===== config.mk =====
export PLATFORM = sky130hd
export DESIGN_NAME = packet_extractor_flat
export DESIGN_NICKNAME = d
export VERILOG_FILES = /design/src/rtl/noc_pkg.sv /design/src/rtl/packet_extractor_if.sv /design/src/rtl/packet_extractor_flit_classifier.sv /design/src/rtl/packet_extractor.sv /design/src/flat_wrapper.sv
export SDC_FILE = /design/constraint.sdc
export NUM_CORES = 1
export LEC_CHECK = 0
export CAP_MARGIN = 10
export CELL_PAD_IN_SITES_DETAIL_PLACEMENT = 1
export CELL_PAD_IN_SITES_GLOBAL_PLACEMENT = 2
export CORE_MARGIN = 2
export CORE_UTILIZATION = 33
export CTS_CLUSTER_DIAMETER = 40
export DETAILED_ROUTE_END_ITERATION = 6
export GPL_TIMING_DRIVEN = 0
export HOLD_SLACK_MARGIN = 0.02
export PLACE_DENSITY_LB_ADDON = 0.1
export SKIP_CTS_REPAIR_TIMING = 1
export SLEW_MARGIN = 15
export SYNTH_ARGS = -nofsm -noshare
export SYNTH_HDL_FRONTEND = slang
export SYNTH_HIERARCHICAL = 1
export SYNTH_SLANG_ARGS = --single-unit

===== constraint.sdc =====
create_clock -name clk -period 1.79 [get_ports clk]
set_clock_uncertainty 0.15 [all_clocks]
set_input_delay 0.358 -clock clk [delete_from_list [all_inputs] [get_ports clk]]
set_output_delay 0.358 -clock clk [all_outputs]
set_load 0.02 [all_outputs]

===== src/rtl/noc_pkg.sv =====
// Shared NoC definitions: flit type encodings, type-field locator and the
// extractor state enumeration.
package noc_pkg;

   localparam logic [1:0] FLIT_IDLE = 2'b00;
   localparam logic [1:0] FLIT_HEAD = 2'b01;
   localparam logic [1:0] FLIT_BODY = 2'b10;
   localparam logic [1:0] FLIT_TAIL = 2'b11;

   // The two-bit type field always sits at the top of the flit.
   function automatic int type_msb(input int flit_width);
      return flit_width - 1;
   endfunction

   typedef enum logic [1:0] {
      IDLE,
      COLLECT,
      DRAIN,
      HOLD
   } state_t;

endpackage


===== src/rtl/packet_extractor_if.sv =====
// Flit-in / packet-out handshake bundle for packet_extractor.
// slave is the extractor's view, master is the upstream/downstream side.
interface packet_extractor_if #(
   parameter int FLIT_WIDTH     = 16,
   parameter int MAX_BODY_FLITS = 4,
   parameter int BODY_CNT_WIDTH = $clog2(MAX_BODY_FLITS + 1)
);
   logic [FLIT_WIDTH-1:0]                i_flit;
   logic                                 i_flit_valid;
   logic                                 o_flit_ready;
   logic                                 o_pkt_valid;
   logic                                 i_pkt_ready;
   logic [FLIT_WIDTH-1:0]                o_head_flit;
   logic [MAX_BODY_FLITS*FLIT_WIDTH-1:0] o_body_flits;
   logic [BODY_CNT_WIDTH-1:0]            o_body_count;
   logic [FLIT_WIDTH-1:0]                o_tail_flit;
   logic                                 o_error;

   modport slave (
      input  i_flit, i_flit_valid, i_pkt_ready,
      output o_flit_ready, o_pkt_valid, o_head_flit, o_body_flits,
             o_body_count, o_tail_flit, o_error
   );

   modport master (
      output i_flit, i_flit_valid, i_pkt_ready,
      input  o_flit_ready, o_pkt_valid, o_head_flit, o_body_flits,
             o_body_count, o_tail_flit, o_error
   );
endinterface


===== src/rtl/packet_extractor_flit_classifier.sv =====
// Combinational flit-type decoder; shared between the extractor and the
// packet builder.
module flit_classifier
   import noc_pkg::*;
(
   input  logic [1:0] i_type,
   output logic       o_is_head,
   output logic       o_is_body,
   output logic       o_is_tail,
   output logic       o_is_idle
);
   assign o_is_head = (i_type == FLIT_HEAD);
   assign o_is_body = (i_type == FLIT_BODY);
   assign o_is_tail = (i_type == FLIT_TAIL);
   assign o_is_idle = (i_type == FLIT_IDLE);
endmodule


===== src/rtl/packet_extractor.sv =====
// Assembles head/body*/tail flit streams into parallel packets and flags
// framing errors; one packet is held on the output until handshaken.
module packet_extractor
   import noc_pkg::*;
#(
   parameter int FLIT_WIDTH     = 16,
   parameter int MAX_BODY_FLITS = 4,
   parameter int BODY_CNT_WIDTH = $clog2(MAX_BODY_FLITS + 1)
) (
   input logic                clk,
   input logic                rst,
   packet_extractor_if.slave  bus
);
   localparam int TYPE_MSB = type_msb(FLIT_WIDTH);
   localparam logic [BODY_CNT_WIDTH-1:0] MAX_CNT = BODY_CNT_WIDTH'(MAX_BODY_FLITS);

   state_t                    r_state;
   state_t                    w_state_next;
   logic [FLIT_WIDTH-1:0]     r_head;
   logic [FLIT_WIDTH-1:0]     r_body [MAX_BODY_FLITS];
   logic [BODY_CNT_WIDTH-1:0] r_count;
   logic [FLIT_WIDTH-1:0]     r_out_head;
   logic [FLIT_WIDTH-1:0]     r_out_tail;
   logic [FLIT_WIDTH-1:0]     r_out_body [MAX_BODY_FLITS];
   logic [BODY_CNT_WIDTH-1:0] r_out_count;
   logic                      r_error;

   logic w_is_head, w_is_body, w_is_tail, w_is_idle;
   logic w_accept, w_framed;
   logic w_store_head, w_store_body, w_latch, w_error_next;

   flit_classifier u_classifier (
      .i_type    (bus.i_flit[TYPE_MSB -: 2]),
      .o_is_head (w_is_head),
      .o_is_body (w_is_body),
      .o_is_tail (w_is_tail),
      .o_is_idle (w_is_idle)
   );

   // IDLE-type flits are consumed but never reach the FSM decisions.
   assign w_accept = bus.i_flit_valid && (r_state != HOLD);
   assign w_framed = w_accept && !w_is_idle;

   always_comb begin
      w_state_next = r_state;
      w_store_head = 1'b0;
      w_store_body = 1'b0;
      w_latch      = 1'b0;
      w_error_next = 1'b0;
      case (r_state)
         IDLE: begin
            if (w_framed && w_is_head) begin
               w_store_head = 1'b1;
               w_state_next = COLLECT;
            end else if (w_framed) begin
               w_error_next = 1'b1;
            end
         end
         COLLECT: begin
            if (w_framed && w_is_head) begin
               w_error_next = 1'b1;
               w_store_head = 1'b1;
            end else if (w_framed && w_is_body) begin
               if (r_count == MAX_CNT) begin
                  w_error_next = 1'b1;
                  w_state_next = DRAIN;
               end else begin
                  w_store_body = 1'b1;
               end
            end else if (w_framed && w_is_tail) begin
               w_latch      = 1'b1;
               w_state_next = HOLD;
            end
         end
         DRAIN: begin
            if (w_framed && w_is_tail) begin
               w_state_next = IDLE;
            end else if (w_framed && w_is_head) begin
               w_error_next = 1'b1;
               w_store_head = 1'b1;
               w_state_next = COLLECT;
            end
         end
         HOLD: begin
            if (bus.i_pkt_ready) w_state_next = IDLE;
         end
         default: w_state_next = IDLE;
      endcase
   end

   always_ff @(posedge clk or negedge rst) begin
      if (!rst) begin
         r_state     <= IDLE;
         r_head      <= '0;
         r_count     <= '0;
         r_out_head  <= '0;
         r_out_tail  <= '0;
         r_out_count <= '0;
         r_error     <= 1'b0;
      end else begin
         r_state <= w_state_next;
         r_error <= w_error_next;
         if (w_store_head) begin
            r_head  <= bus.i_flit;
            r_count <= '0;
         end else if (w_store_body) begin
            r_count <= r_count + BODY_CNT_WIDTH'(1);
         end
         if (w_latch) begin
            r_out_head  <= r_head;
            r_out_tail  <= bus.i_flit;
            r_out_count <= r_count;
         end
      end
   end

   // Per-slot buffer and output register; slots past the count latch as zero.
   for (genvar gi = 0; gi < MAX_BODY_FLITS; gi++) begin : g_slot
      always_ff @(posedge clk or negedge rst) begin
         if (!rst) begin
            r_body[gi]     <= '0;
            r_out_body[gi] <= '0;
         end else begin
            if (w_store_body && (r_count == BODY_CNT_WIDTH'(gi)))
               r_body[gi] <= bus.i_flit;
            if (w_latch)
               r_out_body[gi] <= (BODY_CNT_WIDTH'(gi) < r_count) ? r_body[gi] : '0;
         end
      end
      assign bus.o_body_flits[gi*FLIT_WIDTH +: FLIT_WIDTH] = r_out_body[gi];
   end

   assign bus.o_flit_ready = (r_state != HOLD);
   assign bus.o_pkt_valid  = (r_state == HOLD);
   assign bus.o_head_flit  = r_out_head;
   assign bus.o_tail_flit  = r_out_tail;
   assign bus.o_body_count = r_out_count;
   assign bus.o_error      = r_error;

endmodule


===== src/flat_wrapper.sv =====
// flat-port wrapper written by rule: the top's interface ports become plain ports
module packet_extractor_flat import noc_pkg::*;
#(
   parameter int FLIT_WIDTH     = 16,
   parameter int MAX_BODY_FLITS = 4,
   parameter int BODY_CNT_WIDTH = $clog2(MAX_BODY_FLITS + 1)
)
  (clk, rst, bus_i_flit, bus_i_flit_valid, bus_i_pkt_ready, bus_o_flit_ready, bus_o_pkt_valid, bus_o_head_flit, bus_o_body_flits, bus_o_body_count, bus_o_tail_flit, bus_o_error);
  packet_extractor_if #(.FLIT_WIDTH(FLIT_WIDTH), .MAX_BODY_FLITS(MAX_BODY_FLITS), .BODY_CNT_WIDTH(BODY_CNT_WIDTH)) bus_i ();
  input logic clk;
  input logic rst;
  input wire logic [$bits(bus_i.i_flit)-1:0] bus_i_flit;
  input wire logic [$bits(bus_i.i_flit_valid)-1:0] bus_i_flit_valid;
  input wire logic [$bits(bus_i.i_pkt_ready)-1:0] bus_i_pkt_ready;
  output wire logic [$bits(bus_i.o_flit_ready)-1:0] bus_o_flit_ready;
  output wire logic [$bits(bus_i.o_pkt_valid)-1:0] bus_o_pkt_valid;
  output wire logic [$bits(bus_i.o_head_flit)-1:0] bus_o_head_flit;
  output wire logic [$bits(bus_i.o_body_flits)-1:0] bus_o_body_flits;
  output wire logic [$bits(bus_i.o_body_count)-1:0] bus_o_body_count;
  output wire logic [$bits(bus_i.o_tail_flit)-1:0] bus_o_tail_flit;
  output wire logic [$bits(bus_i.o_error)-1:0] bus_o_error;
  assign bus_i.i_flit = bus_i_flit;
  assign bus_i.i_flit_valid = bus_i_flit_valid;
  assign bus_i.i_pkt_ready = bus_i_pkt_ready;
  assign bus_o_flit_ready = bus_i.o_flit_ready;
  assign bus_o_pkt_valid = bus_i.o_pkt_valid;
  assign bus_o_head_flit = bus_i.o_head_flit;
  assign bus_o_body_flits = bus_i.o_body_flits;
  assign bus_o_body_count = bus_i.o_body_count;
  assign bus_o_tail_flit = bus_i.o_tail_flit;
  assign bus_o_error = bus_i.o_error;
  packet_extractor #(.FLIT_WIDTH(FLIT_WIDTH), .MAX_BODY_FLITS(MAX_BODY_FLITS), .BODY_CNT_WIDTH(BODY_CNT_WIDTH)) u_core (.clk(clk), .rst(rst), .bus(bus_i));
endmodule

==> impl_table.tex, run 1 <==
\begin{tabular}{lr}
\hline
Metric & Value \\
\hline
\multicolumn{2}{l}{\textbf{Run status}} \\
\quad Status & finished with violations \\
\quad Failing checks & setup timing \\
\multicolumn{2}{l}{\textbf{Clock tree}} \\
\quad Clock tree from TritonCTS & built \\
\quad Source-to-sink clock delay at the later pin of the worst-skew pair & 0.43 ns \\
\quad Number of clock buffers inserted by TritonCTS & 17 \\
\quad Cell chosen for the clock root & sky130\_fd\_sc\_hd\_\_clkbuf\_16 \\
\quad Max Buffers Root-to-Sink & 2 \\
\quad Sink count of the clock tree & 185 \\
\quad Clock transition time at the flip-flop clock pins of the worst setup and hold paths & 0.07 ns \\
\quad Number of H-tree levels & 4 \\
\multicolumn{2}{l}{\textbf{Logic synthesis}} \\
\quad Mean post-synth cell area & 13.6 µm² \\
\quad Synth Flop Type & sky130\_fd\_sc\_hd\_\_dfrtp\_1 \\
\quad Share of the yosys chip area belonging to registers & 0.604 \\
\quad FF+latch count, synth & between 150 and 200 \\
\quad Number of flops mapped to enable cells by yosys & 0 \\
\quad Net count after synthesis & 587 \\
\quad FFs w/ async S/R, synth & 1.00 \\
\quad Number of distinct standard cells referenced by the synthesized netlist & 45 \\
\quad Post-synthesis cell area & 7670 µm² \\
\quad Number of instances in the synthesized netlist & $\sim$560 \\
\quad Syn. warnings & 6 \\
\multicolumn{2}{l}{\textbf{Placed design}} \\
\quad Number of buffers added on ports & approximately 120 \\
\quad Placer's final routability congestion estimate & 0.722 \\
\quad Inst Count DP & 971 \\
\quad Hpwl dp & 13.3 mm \\
\quad DP Worst Slack & -1.48 ns \\
\multicolumn{2}{l}{\textbf{Global routing}} \\
\quad Global-route total usage across every layer & 0.163 \\
\quad Initial antenna violation count & 0 \\
\quad Largest net degree at the start of global routing & a little over 100 \\
\quad First-pass GRT wire length & 29.7 mm \\
\quad Remaining Overflow, GRT & 0 \\
\quad Vias in the first global route & roughly 5300 \\
\multicolumn{2}{l}{\textbf{Layout}} \\
\quad Fillers & 2270 \\
\quad Net total in the final layout & 772 \\
\quad Share of cells above drive strength 1 & 0.345 \\
\quad Final core utilization & 0.485 \\
\quad Final antenna diode count & 0 \\
\quad Commonest cells after routing, fill and taps aside & sky130\_fd\_sc\_hd\_\_dfrtp\_1 (184), sky130\_fd\_sc\_hd\_\_mux2\_2 (103), sky130\_fd\_sc\_hd\_\_dlymetal6s2s\_1 (101) \\
\quad Most frequent standard cell in the layout excluding fill and tap cells & sky130\_fd\_sc\_hd\_\_dfrtp\_1 \\
\quad Area delta synth->final & 43.7\% \\
\quad Final cell count without fillers & roughly 1000 \\
\quad Sequential cell area & 4630 µm² \\
\quad Area taken by multi-input logic gates & $\sim$2900 µm² \\
\multicolumn{2}{l}{\textbf{Floorplanning}} \\
\quad Die area & 24500 µm² \\
\quad Initial core utilization & 0.338 \\
\quad Area inside the core boundary & 22700 µm² \\
\quad Floorplan die height & 156 µm \\
\quad Number of top-level design ports & between 100 and 150 \\
\quad Number of rows in the core area & 55 \\
\quad Floorplan die width & 156 µm \\
\multicolumn{2}{l}{\textbf{Worst setup path}} \\
\quad Stages on worst setup path & 6 \\
\quad Largest driver fanout on the critical path & 8 \\
\quad Arr. time, crit path & 2.10 ns \\
\quad Buffer and inverter count on the worst path & 3 \\
\quad Cell-by-cell listing of the critical path & buf\_6 > nand4bb\_4 > or3\_4 > buf\_12 > clkbuf\_16 > mux2\_2 \\
\quad Highest-delay cell along the critical path & sky130\_fd\_sc\_hd\_\_or3\_4 \\
\quad Category of the critical setup timing path & reg -> reg \\
\quad Required time of the worst setup path & 1.94 ns \\
\quad Startpoint type of the worst setup path & register \\
\quad Delay-heaviest family, CP & simple AND/OR/NAND/NOR gates \\
\quad Endpoint kind of the worst setup timing path & register \\
\quad Critical path's largest stage delay & around 0.44 ns \\
\quad R2R depth & 6 \\
\multicolumn{2}{l}{\textbf{Detailed routing}} \\
\quad Average detailed-routed wire length per instance & 20.0 µm \\
\quad Drt first-iter violations & 124 \\
\quad Antenna-violating nets left & 0 \\
\quad Via-per-instance ratio & 4.76 \\
\quad Total DRC errors in the routed layout & 0 \\
\quad Routed via count & roughly 5000 \\
\quad Post-Route WL & 21.0 mm \\
\quad Pre-antenna DRT Iters & 6 \\
\multicolumn{2}{l}{\textbf{STA}} \\
\quad Final critical delay including setup and external delays & roughly 2 ns \\
\quad Fin. max-slew vios & 0 \\
\quad Final Hold Violating Endpoints & 0 \\
\quad Max-Slew Margin vs Limit & 0.556 \\
\quad Worst hold-check slack & $\sim$0.12 ns \\
\quad Total setup violations reported at the end of the flow & 138 \\
\quad Transition time at the pin with the least slew margin & 0.666 ns \\
\quad Worst setup margin & -0.158 ns \\
\quad RSZ-0062 raised after global routing & true \\
\quad Highest achievable clock rate & 513 MHz \\
\quad Final worst-path cycle share & 1.09 \\
\multicolumn{2}{l}{\textbf{Min path}} \\
\quad Hold/Removal Path Class & in -> reg \\
\quad Worst hold path cell count & 2 \\
\multicolumn{2}{l}{\textbf{Power}} \\
\quad Total Power & approximately 16000 µW \\
\quad Power per unit of standard cell area & 1490 nW/µm² \\
\quad Largest voltage drop on the vdd net & approximately 700 µV \\
\quad Leakage power summed over all cells & 0.00672 µW \\
\multicolumn{2}{l}{\textbf{Run}} \\
\quad Reported max-cap violation count & 0 \\
\hline
\end{tabular}
-- synth_stat cells (2+ instances only) --
cell type,number,area share
sky130_fd_sc_hd__a21oi_1,3,0.0020
sky130_fd_sc_hd__and2_1,2,0.0016
sky130_fd_sc_hd__and2b_1,5,0.0049
sky130_fd_sc_hd__and3b_1,2,0.0023
sky130_fd_sc_hd__buf_2,11,0.0072
sky130_fd_sc_hd__buf_6,8,0.012
sky130_fd_sc_hd__clkbuf_1,8,0.0039
sky130_fd_sc_hd__dfrtp_1,185,0.60
sky130_fd_sc_hd__ha_1,3,0.0049
sky130_fd_sc_hd__inv_1,51,0.025
sky130_fd_sc_hd__mux2_1,9,0.013
sky130_fd_sc_hd__mux2_2,122,0.18
sky130_fd_sc_hd__mux2i_1,48,0.063
sky130_fd_sc_hd__nand2_1,55,0.027
sky130_fd_sc_hd__nand2b_1,2,0.0016
sky130_fd_sc_hd__nand3_1,3,0.0020
sky130_fd_sc_hd__nand4_1,2,0.0016
sky130_fd_sc_hd__nor2b_1,15,0.012
sky130_fd_sc_hd__nor3b_1,2,0.0020
sky130_fd_sc_hd__o21ai_0,2,0.0013
sky130_fd_sc_hd__or2_2,2,0.0016
-- final timing paths --
path                                          startpoint                                      end  slack (ns)
max in group asynchronous                            rst    u_core/bus.o_head_flit[1]$_DFFE_PN0P_        0.21
min reg2reg                u_core/r_body[50]$_DFFE_PN0P_            u_core/r_body[50]$_DFFE_PN0P_        0.35
max                        u_core/r_state[0]$_DFFE_PN0P_    u_core/bus.o_tail_flit[6]$_DFFE_PN0P_       -0.16
max reg2reg                u_core/r_state[0]$_DFFE_PN0P_    u_core/bus.o_tail_flit[6]$_DFFE_PN0P_       -0.16
min in group asynchronous                            rst  u_core/bus.o_body_flits[57]$_DFFE_PN0P_        0.36
min                                       bus_i_flit[14]            u_core/r_body[14]$_DFFE_PN0P_        0.12
-- registers in the layout, summed over array words and instances (netlist names), 2 cells and up --
signal and flops:
u_core/bus.o_body_flits 64, u_core/bus.o_body_count 3, u_core/r_head 16, u_core/r_body 64, u_core/bus.o_head_flit 16, u_core/bus.o_tail_flit 16, u_core/r_count 3, u_core/r_state 2
-- final cells by class --
class                   instances  share of cell area
repair buffers                168               0.188
inverters                      51              0.0176
plain buffers                  26              0.0307
well taps                     285              0.0324
clock inverters                11             0.00795
multi-input cells             300               0.261
clock buffers                  21              0.0427
flip-flops and latches        185               0.420
-- power breakdown --
part           internal [µW]  leakage [µW]  switching (µW)  total (µW)
combinational           3290       0.00406            2950        6240
sequential              5740       0.00240             868        6610
clock                   1910      0.000263            1660        3570
total                  10900       0.00672            5480       16400
-- stage by stage --
step                instance area (µm²)  setup TNS [ns]
finish                            11000          -13.57
global route                      11000          -19.47
CTS                                9950         -145.23
detailed placement                 9390         -216.55
global placement                   9360        -1592.58
floorplan                          7790          -14.04
-- routing by layer --
metal  share of wire  up-vias  global-route usage  wire (µm)
met5               0        -                   0          0
met4           0.011        0              0.0498        230
met3           0.037       14              0.0382        784
met2            0.49      103               0.268      10400
met1            0.46     2599               0.213       9580
li1                -     2268                   -          -
-- worst reg2reg max path, delay by kind of cell, from the launching register on --
kind	cells	cell delay [ns]
buffers and inverters	3	0.48
flip-flops	1	0.38
AND/OR/NAND/NOR	2	0.55
multiplexers	1	0.27
-- logic make-up after synthesis --
family	count (synthesis)	synth area share
flops	185	0.604
simple gates	102	0.0726
xor+xnor	1	0.00114
buf+inv	79	0.0488
fa+ha+maj	3	0.00489
mux	179	0.255
compound gates	15	0.0140
(Power assumes the default switching activity.)
==> inputs of run 2 (changes only) <==
GPL_ROUTABILITY_DRIVEN = 1   (was unset)
MAX_ROUTING_LAYER = met4   (was unset)
==> impl_table.tex, run 2 (synthesized netlist as in run 1, its figures left out) <==
\begin{tabular}{lr}
\hline
Metric & Value \\
\hline
\multicolumn{2}{l}{\textbf{Run status}} \\
\quad Status & finished with violations \\
\quad Failing checks & setup timing \\
\multicolumn{2}{l}{\textbf{Global routing}} \\
\quad Global-route total usage across every layer & 0.167 \\
\quad Largest net degree at the start of global routing & $\sim$100 \\
\quad First-pass GRT wire length & 29.7 mm \\
\quad Remaining Overflow, GRT & 0 \\
\quad Vias in the first global route & 5312 \\
\quad Initial antenna violation count & 0 \\
\multicolumn{2}{l}{\textbf{Worst setup path}} \\
\quad Arr. time, crit path & about 2.1 ns \\
\quad Largest driver fanout on the critical path & 8 \\
\quad Highest-delay cell along the critical path & sky130\_fd\_sc\_hd\_\_or3\_4 \\
\quad Cell-by-cell listing of the critical path & buf\_6 > nand4bb\_4 > or3\_4 > buf\_12 > clkbuf\_16 > mux2\_2 \\
\quad Category of the critical setup timing path & reg -> reg \\
\quad Launch instance of the worst register-to-register path & u\_core/r\_state[0]\$\_DFFE\_PN0P\_ \\
\quad FF-to-FF setup slack & -0.15 ns \\
\quad Endpoint kind of the worst setup timing path & register \\
\quad Endpoint of the worst register-to-register path & u\_core/bus.o\_tail\_flit[6]\$\_DFFE\_PN0P\_ \\
\quad Required time of the worst setup path & 1.94 ns \\
\quad R2R depth & 6 \\
\quad Startpoint type of the worst setup path & register \\
\quad Critical path's largest stage delay & 0.44 ns \\
\multicolumn{2}{l}{\textbf{Detailed routing}} \\
\quad Total DRC errors in the routed layout & 0 \\
\quad Average detailed-routed wire length per instance & 19.9 µm \\
\quad Antenna-violating nets left & 0 \\
\quad Post-Route WL & approximately 21 mm \\
\quad Routed via count & 4960 \\
\quad Drt first-iter violations & around 140 \\
\quad Via-per-instance ratio & roughly 4.7 \\
\quad Pre-antenna DRT Iters & 4 \\
\multicolumn{2}{l}{\textbf{Layout}} \\
\quad Final antenna diode count & 0 \\
\quad Commonest cells after routing, fill and taps aside & sky130\_fd\_sc\_hd\_\_dfrtp\_1 (184), sky130\_fd\_sc\_hd\_\_mux2\_2 (105), sky130\_fd\_sc\_hd\_\_dlymetal6s2s\_1 (101) \\
\quad Area taken by multi-input logic gates & roughly 2900 µm² \\
\quad Net total in the final layout & 772 \\
\quad Share of cells above drive strength 1 & 0.345 \\
\quad Sequential cell area & about 4600 µm² \\
\quad Most frequent standard cell in the layout excluding fill and tap cells & sky130\_fd\_sc\_hd\_\_dfrtp\_1 \\
\quad Fillers & 2269 \\
\quad Area delta synth->final & 43.6\% \\
\multicolumn{2}{l}{\textbf{Floorplanning}} \\
\quad Die area & 24500 µm² \\
\quad Floorplan die height & approximately 160 µm \\
\quad Area inside the core boundary & between 20000 and 25000 µm² \\
\quad Floorplan die width & around 160 µm \\
\quad Initial core utilization & 0.338 \\
\quad Number of rows in the core area & 55 \\
\quad Number of top-level design ports & 122 \\
\multicolumn{2}{l}{\textbf{STA}} \\
\quad Transition time at the pin with the least slew margin & between 0.6 and 0.7 ns \\
\quad Fin. max-slew vios & 0 \\
\quad Total negative slack & -13.19 ns \\
\quad Max-Slew Margin vs Limit & 0.558 \\
\quad RSZ-0062 raised after global routing & true \\
\quad Worst setup margin & -0.154 ns \\
\quad Final Hold Violating Endpoints & 0 \\
\quad Final critical delay including setup and external delays & 1.94 ns \\
\quad Final worst-path cycle share & 1.09 \\
\quad Highest achievable clock rate & $\sim$510 MHz \\
\quad Total setup violations reported at the end of the flow & 139 \\
\multicolumn{2}{l}{\textbf{Min path}} \\
\quad Terminating pin of the worst hold path & u\_core/r\_body[14]\$\_DFFE\_PN0P\_ \\
\quad Worst hold path startpoint & bus\_i\_flit[14] \\
\quad Worst hold path cell count & 2 \\
\quad Hold/Removal Path Class & in -> reg \\
\multicolumn{2}{l}{\textbf{Clock tree}} \\
\quad Cell chosen for the clock root & sky130\_fd\_sc\_hd\_\_clkbuf\_16 \\
\quad Number of clock buffers inserted by TritonCTS & 17 \\
\quad Number of H-tree levels & 4 \\
\quad Clock transition time at the flip-flop clock pins of the worst setup and hold paths & 0.07 ns \\
\quad Max Buffers Root-to-Sink & 2 \\
\quad Sink count of the clock tree & 185 \\
\quad Clock tree from TritonCTS & built \\
\quad Source-to-sink clock delay at the later pin of the worst-skew pair & 0.43 ns \\
\multicolumn{2}{l}{\textbf{Power}} \\
\quad Clock share of power & 0.217 \\
\quad Sequential share of power & 0.403 \\
\quad Leakage power summed over all cells & about 0.0067 µW \\
\quad Sw frac & 0.334 \\
\quad Largest voltage drop on the vdd net & 695 µV \\
\quad Total Power & 16400 µW \\
\quad Power per unit of standard cell area & about 1500 nW/µm² \\
\quad Gate power share & 0.380 \\
\quad Net switching power of the design & between 5000 and 6000 µW \\
\quad Internal portion of total power & 10900 µW \\
\multicolumn{2}{l}{\textbf{Placed design}} \\
\quad Hpwl dp & 13.3 mm \\
\quad Placer's final routability congestion estimate & 0.731 \\
\quad DP Worst Slack & -1.48 ns \\
\quad Number of buffers added on ports & 121 \\
\multicolumn{2}{l}{\textbf{Run}} \\
\quad Reported max-cap violation count & 0 \\
\hline
\end{tabular}
## run 2: area by class of cell
cell class	instances	share of cell area
tap	285	0.0324
sequential	185	0.420
clock inverter	11	0.00795
timing repair buffer	168	0.188
clock buffer	21	0.0427
inverter	51	0.0176
buffer	26	0.0307
multi-input combinational	300	0.260
## run 2: through the flow
stage / std cells / hold WS, ns / utilization / area, µm²
floorplan: 564 / -0.0876 / - / 7790
global placement: 970 / 0.331 / 0.412 / 9360
detailed placement: 971 / 0.247 / 0.414 / 9390
CTS: 1003 / -0.220 / 0.438 / 9950
global route: 1047 / 0.113 / 0.485 / 11000
finish: 1047 / 0.117 / 0.485 / 11000
## run 2: worst max-delay path: cells and delay by family (launching register included)
| family | cells | cell delay [ns] |
|---|---|---|
| buf+inv | 3 | 0.47 |
| flops | 1 | 0.38 |
| simple gates | 2 | 0.54 |
| mux | 1 | 0.27 |
## run 2: how the worst max path moves through the flow
stage                                  start                                endpoint  slack [ns]  cells past startpoint
6_report       u_core/r_state[0]$_DFFE_PN0P_   u_core/bus.o_tail_flit[6]$_DFFE_PN0P_       -0.15                      6
5_1_grt        u_core/r_state[0]$_DFFE_PN0P_   u_core/bus.o_tail_flit[1]$_DFFE_PN0P_       -0.19                      6
4_1_cts                       bus_i_flit[14]           u_core/r_body[33]$_DFFE_PN0P_       -1.01                      7
3_3_place_gp                             rst           u_core/r_count[0]$_DFFE_PN0P_       -8.17                      1
3_5_place_dp                  bus_i_flit[14]           u_core/r_body[33]$_DFFE_PN0P_       -1.48                      7
2_1_floorplan                 bus_i_flit[14]  u_core/bus.o_head_flit[13]$_DFFE_PN0P_       -0.16                      7
## run 2: power by group through the flow
stage               logic (µW)  clock network (µW)  registers [µW]
finish                    6230                3570            6610
global route              6670                3880            6840
floorplan                 1980                   0            7710
detailed placement        5840                   0            6740
CTS                       5870                3710            6680
global placement          5740                   0            6660
## run 2: layer usage
| metal | global-route usage | wire length (µm) | up-vias | share of wire |
|---|---|---|---|---|
| li1 | - | - | 2265 | - |
| met1 | 0.213 | 9500 | 2583 | 0.46 |
| met2 | 0.268 | 10300 | 94 | 0.49 |
| met3 | 0.0379 | 819 | 18 | 0.039 |
| met4 | 0.0498 | 238 | 0 | 0.011 |
| met5 | - | 0 | - | 0 |
==> inputs of run 3 (changes only) <==
SKIP_CTS_REPAIR_TIMING = unset   (was 1)
==> impl_table.tex, run 3 (synthesized netlist as in run 1, its figures left out) <==
\begin{tabular}{lr}
\hline
Metric & Value \\
\hline
\multicolumn{2}{l}{\textbf{Run status}} \\
\quad Status & finished with violations \\
\quad Failing checks & setup timing \\
\multicolumn{2}{l}{\textbf{Power}} \\
\quad Leakage power summed over all cells & 0.00549 µW \\
\quad Sequential share of power & 0.420 \\
\quad Power per unit of standard cell area & about 1500 nW/µm² \\
\quad Net switching power of the design & 5410 µW \\
\quad Largest voltage drop on the vdd net & 681 µV \\
\quad Gate power share & 0.352 \\
\quad Clock share of power & 0.228 \\
\quad Sw frac & 0.346 \\
\quad Internal portion of total power & 10300 µW \\
\multicolumn{2}{l}{\textbf{Worst setup path}} \\
\quad Category of the critical setup timing path & reg -> reg \\
\quad Largest driver fanout on the critical path & 4 \\
\quad Delay-heaviest family, CP & buffers and inverters \\
\quad Cell-by-cell listing of the critical path & buf\_6 > nor4bb\_2 > buf\_4 > buf\_12 > nand3\_4 > buf\_4 > mux2\_2 \\
\quad Worst setup path start & u\_core/r\_state[1]\$\_DFFE\_PN0P\_ \\
\quad Critical path's largest stage delay & approximately 0.40 ns \\
\quad Arr. time, crit path & a little over 2 ns \\
\quad Launch instance of the worst register-to-register path & u\_core/r\_state[1]\$\_DFFE\_PN0P\_ \\
\quad Highest-delay cell along the critical path & sky130\_fd\_sc\_hd\_\_dfrtp\_1 \\
\quad Startpoint type of the worst setup path & register \\
\quad Endpoint kind of the worst setup timing path & register \\
\quad Buffer and inverter count on the worst path & 4 \\
\quad Worst path most repeated cell & sky130\_fd\_sc\_hd\_\_buf\_4 \\
\quad FF-to-FF setup slack & -0.13 ns \\
\quad Required time of the worst setup path & approximately 1.9 ns \\
\multicolumn{2}{l}{\textbf{Global routing}} \\
\quad Largest net degree at the start of global routing & about 100 \\
\quad Remaining Overflow, GRT & 0 \\
\quad First-pass GRT wire length & just over 30 mm \\
\quad Vias in the first global route & 5504 \\
\quad Initial antenna violation count & 0 \\
\quad Global-route total usage across every layer & 0.172 \\
\multicolumn{2}{l}{\textbf{STA}} \\
\quad Total setup violations reported at the end of the flow & 120 \\
\quad Final critical delay including setup and external delays & roughly 1.9 ns \\
\quad Transition time at the pin with the least slew margin & 0.661 ns \\
\quad Max-Slew Margin vs Limit & 0.560 \\
\quad Fin. max-slew vios & 0 \\
\quad Final Hold Violating Endpoints & 0 \\
\quad Highest achievable clock rate & $\sim$520 MHz \\
\quad RSZ-0062 raised after global routing & true \\
\quad Worst setup margin & -0.128 ns \\
\quad Final worst-path cycle share & 1.07 \\
\multicolumn{2}{l}{\textbf{Detailed routing}} \\
\quad Drt first-iter violations & 153 \\
\quad Length of routed met2 wiring & 10.0 mm \\
\quad Routed via count & slightly below 5000 \\
\quad Post-Route WL & 20.3 mm \\
\quad Via-per-instance ratio & approximately 4.7 \\
\quad Total DRC errors in the routed layout & 0 \\
\quad Routed length on met1 & 9.31 mm \\
\quad Antenna-violating nets left & 0 \\
\quad Highest routing layer actually used & met4 \\
\quad Met3 WL & 690 µm \\
\quad Pre-antenna DRT Iters & 4 \\
\quad Average detailed-routed wire length per instance & 19.5 µm \\
\multicolumn{2}{l}{\textbf{Layout}} \\
\quad Net total in the final layout & 765 \\
\quad Area delta synth->final & 36.7\% \\
\quad Share of cells above drive strength 1 & 0.342 \\
\quad Fillers & 2324 \\
\quad Most frequent standard cell in the layout excluding fill and tap cells & sky130\_fd\_sc\_hd\_\_dfrtp\_1 \\
\quad Final cell count without fillers & $\sim$1000 \\
\quad Final antenna diode count & 0 \\
\quad Commonest cells after routing, fill and taps aside & sky130\_fd\_sc\_hd\_\_dfrtp\_1 (184), sky130\_fd\_sc\_hd\_\_mux2\_2 (120), sky130\_fd\_sc\_hd\_\_dlygate4sd2\_1 (101) \\
\quad Post-route standard cell area excluding fillers & 10500 µm² \\
\multicolumn{2}{l}{\textbf{Placed design}} \\
\quad DP Worst Slack & -1.48 ns \\
\quad Number of buffers added on ports & roughly 120 \\
\quad Hpwl dp & roughly 13 mm \\
\quad Inst Count DP & approximately 970 \\
\quad Post-detailed-placement cell area & 9390 µm² \\
\quad Placer's final routability congestion estimate & 0.731 \\
\multicolumn{2}{l}{\textbf{Clock tree}} \\
\quad Clock transition time at the flip-flop clock pins of the worst setup and hold paths & around 0.070 ns \\
\quad Number of H-tree levels & 4 \\
\quad Max Buffers Root-to-Sink & 2 \\
\quad Sink count of the clock tree & 185 \\
\quad Source-to-sink clock delay at the later pin of the worst-skew pair & between 0.4 and 0.5 ns \\
\quad Clock tree from TritonCTS & built \\
\quad Cell chosen for the clock root & sky130\_fd\_sc\_hd\_\_clkbuf\_16 \\
\quad Number of clock buffers inserted by TritonCTS & 17 \\
\multicolumn{2}{l}{\textbf{Floorplanning}} \\
\quad Floorplan die height & 156 µm \\
\quad Number of top-level design ports & roughly 120 \\
\quad Die area & 24500 µm² \\
\quad Area inside the core boundary & 22700 µm² \\
\quad Number of rows in the core area & 55 \\
\quad Initial core utilization & 0.338 \\
\quad Floorplan die width & 156 µm \\
\multicolumn{2}{l}{\textbf{Min path}} \\
\quad Worst hold path startpoint & bus\_i\_flit[14] \\
\quad Hold/Removal Path Class & in -> reg \\
\multicolumn{2}{l}{\textbf{Run}} \\
\quad Reported max-cap violation count & 0 \\
\hline
\end{tabular}
[run 3: cell types whose count changed in the layout (fill, tap and decap cells not counted), sizes merged]
cell / previous run / this run
clkbuf: 32 / 33
dlygate4sd2: 0 / 101
dlymetal6s2s: 101 / 0
buf: 66 / 58
[run 3: power groups by stage]
stage / logic [µW] / clock network (µW) / registers, µW
final: 5510 / 3570 / 6590
after CTS: 5450 / 3710 / 6610
after global placement: 5740 / 0 / 6660
after floorplan: 1980 / 0 / 7710
after detailed placement: 5840 / 0 / 6740
after global routing: 5950 / 3880 / 6820
[run 3: final cells by class]
cell class,count,area (µm²),area share
Inverter,51,191,0.0183
Clock buffer,21,470,0.0449
Buffer,26,327,0.0312
Multi-Input combinational cell,300,2820,0.269
Timing Repair Buffer,161,1600,0.152
Tap cell,285,357,0.0340
Clock inverter,11,87.6,0.00836
Sequential cell,185,4630,0.442
[run 3: worst paths after layout]
path / end / cells after the start
worst max register to register: u_core/r_body[52]$_DFFE_PN0P_ / 7
max in group asynchronous: u_core/bus.o_head_flit[1]$_DFFE_PN0P_ / 3
worst min-delay path: u_core/r_body[14]$_DFFE_PN0P_ / 2
worst max-delay path: u_core/r_body[52]$_DFFE_PN0P_ / 7
worst min register to register: u_core/bus.o_body_count[0]$_DFFE_PN0P_ / 1
min in group asynchronous: u_core/bus.o_body_flits[57]$_DFFE_PN0P_ / 2
[run 3: worst register-to-register path, stage by stage, from the launching register on]
cell,delay [ns]
sky130_fd_sc_hd__dfrtp_1,0.40
sky130_fd_sc_hd__buf_6,0.13
sky130_fd_sc_hd__nor4bb_2,0.27
sky130_fd_sc_hd__buf_4,0.22
sky130_fd_sc_hd__buf_12,0.11
sky130_fd_sc_hd__nand3_4,0.07
sky130_fd_sc_hd__buf_4,0.16
sky130_fd_sc_hd__mux2_2,0.27
[run 3: through the flow]
step,utilization,hold WS [ns],power [µW],TNS (ns)
floorplan,-,-0.0876,9690,-14.04
global placement,0.412,0.331,12400,-1592.58
detailed placement,0.414,0.247,12600,-216.55
CTS,0.446,0.160,15800,-7.02
global route,0.462,0.167,16600,-15.84
finish,0.462,0.172,15700,-9.71
[run 3: repair_timing]
action,CTS,global route
setup buffers,24,6
hold endpoints to repair,83,0
gates cloned,1,7
setup endpoints to repair,287,158
hold buffers,1,0
resized for setup,153,38
pin swaps,8,2
[run 3: metal layers]
metal | up-vias | track usage
li1 | 2248 | -
met1 | 2550 | 0.214
met2 | 90 | 0.283
met3 | 17 | 0.0382
met4 | 0 | 0.0498
met5 | - | -
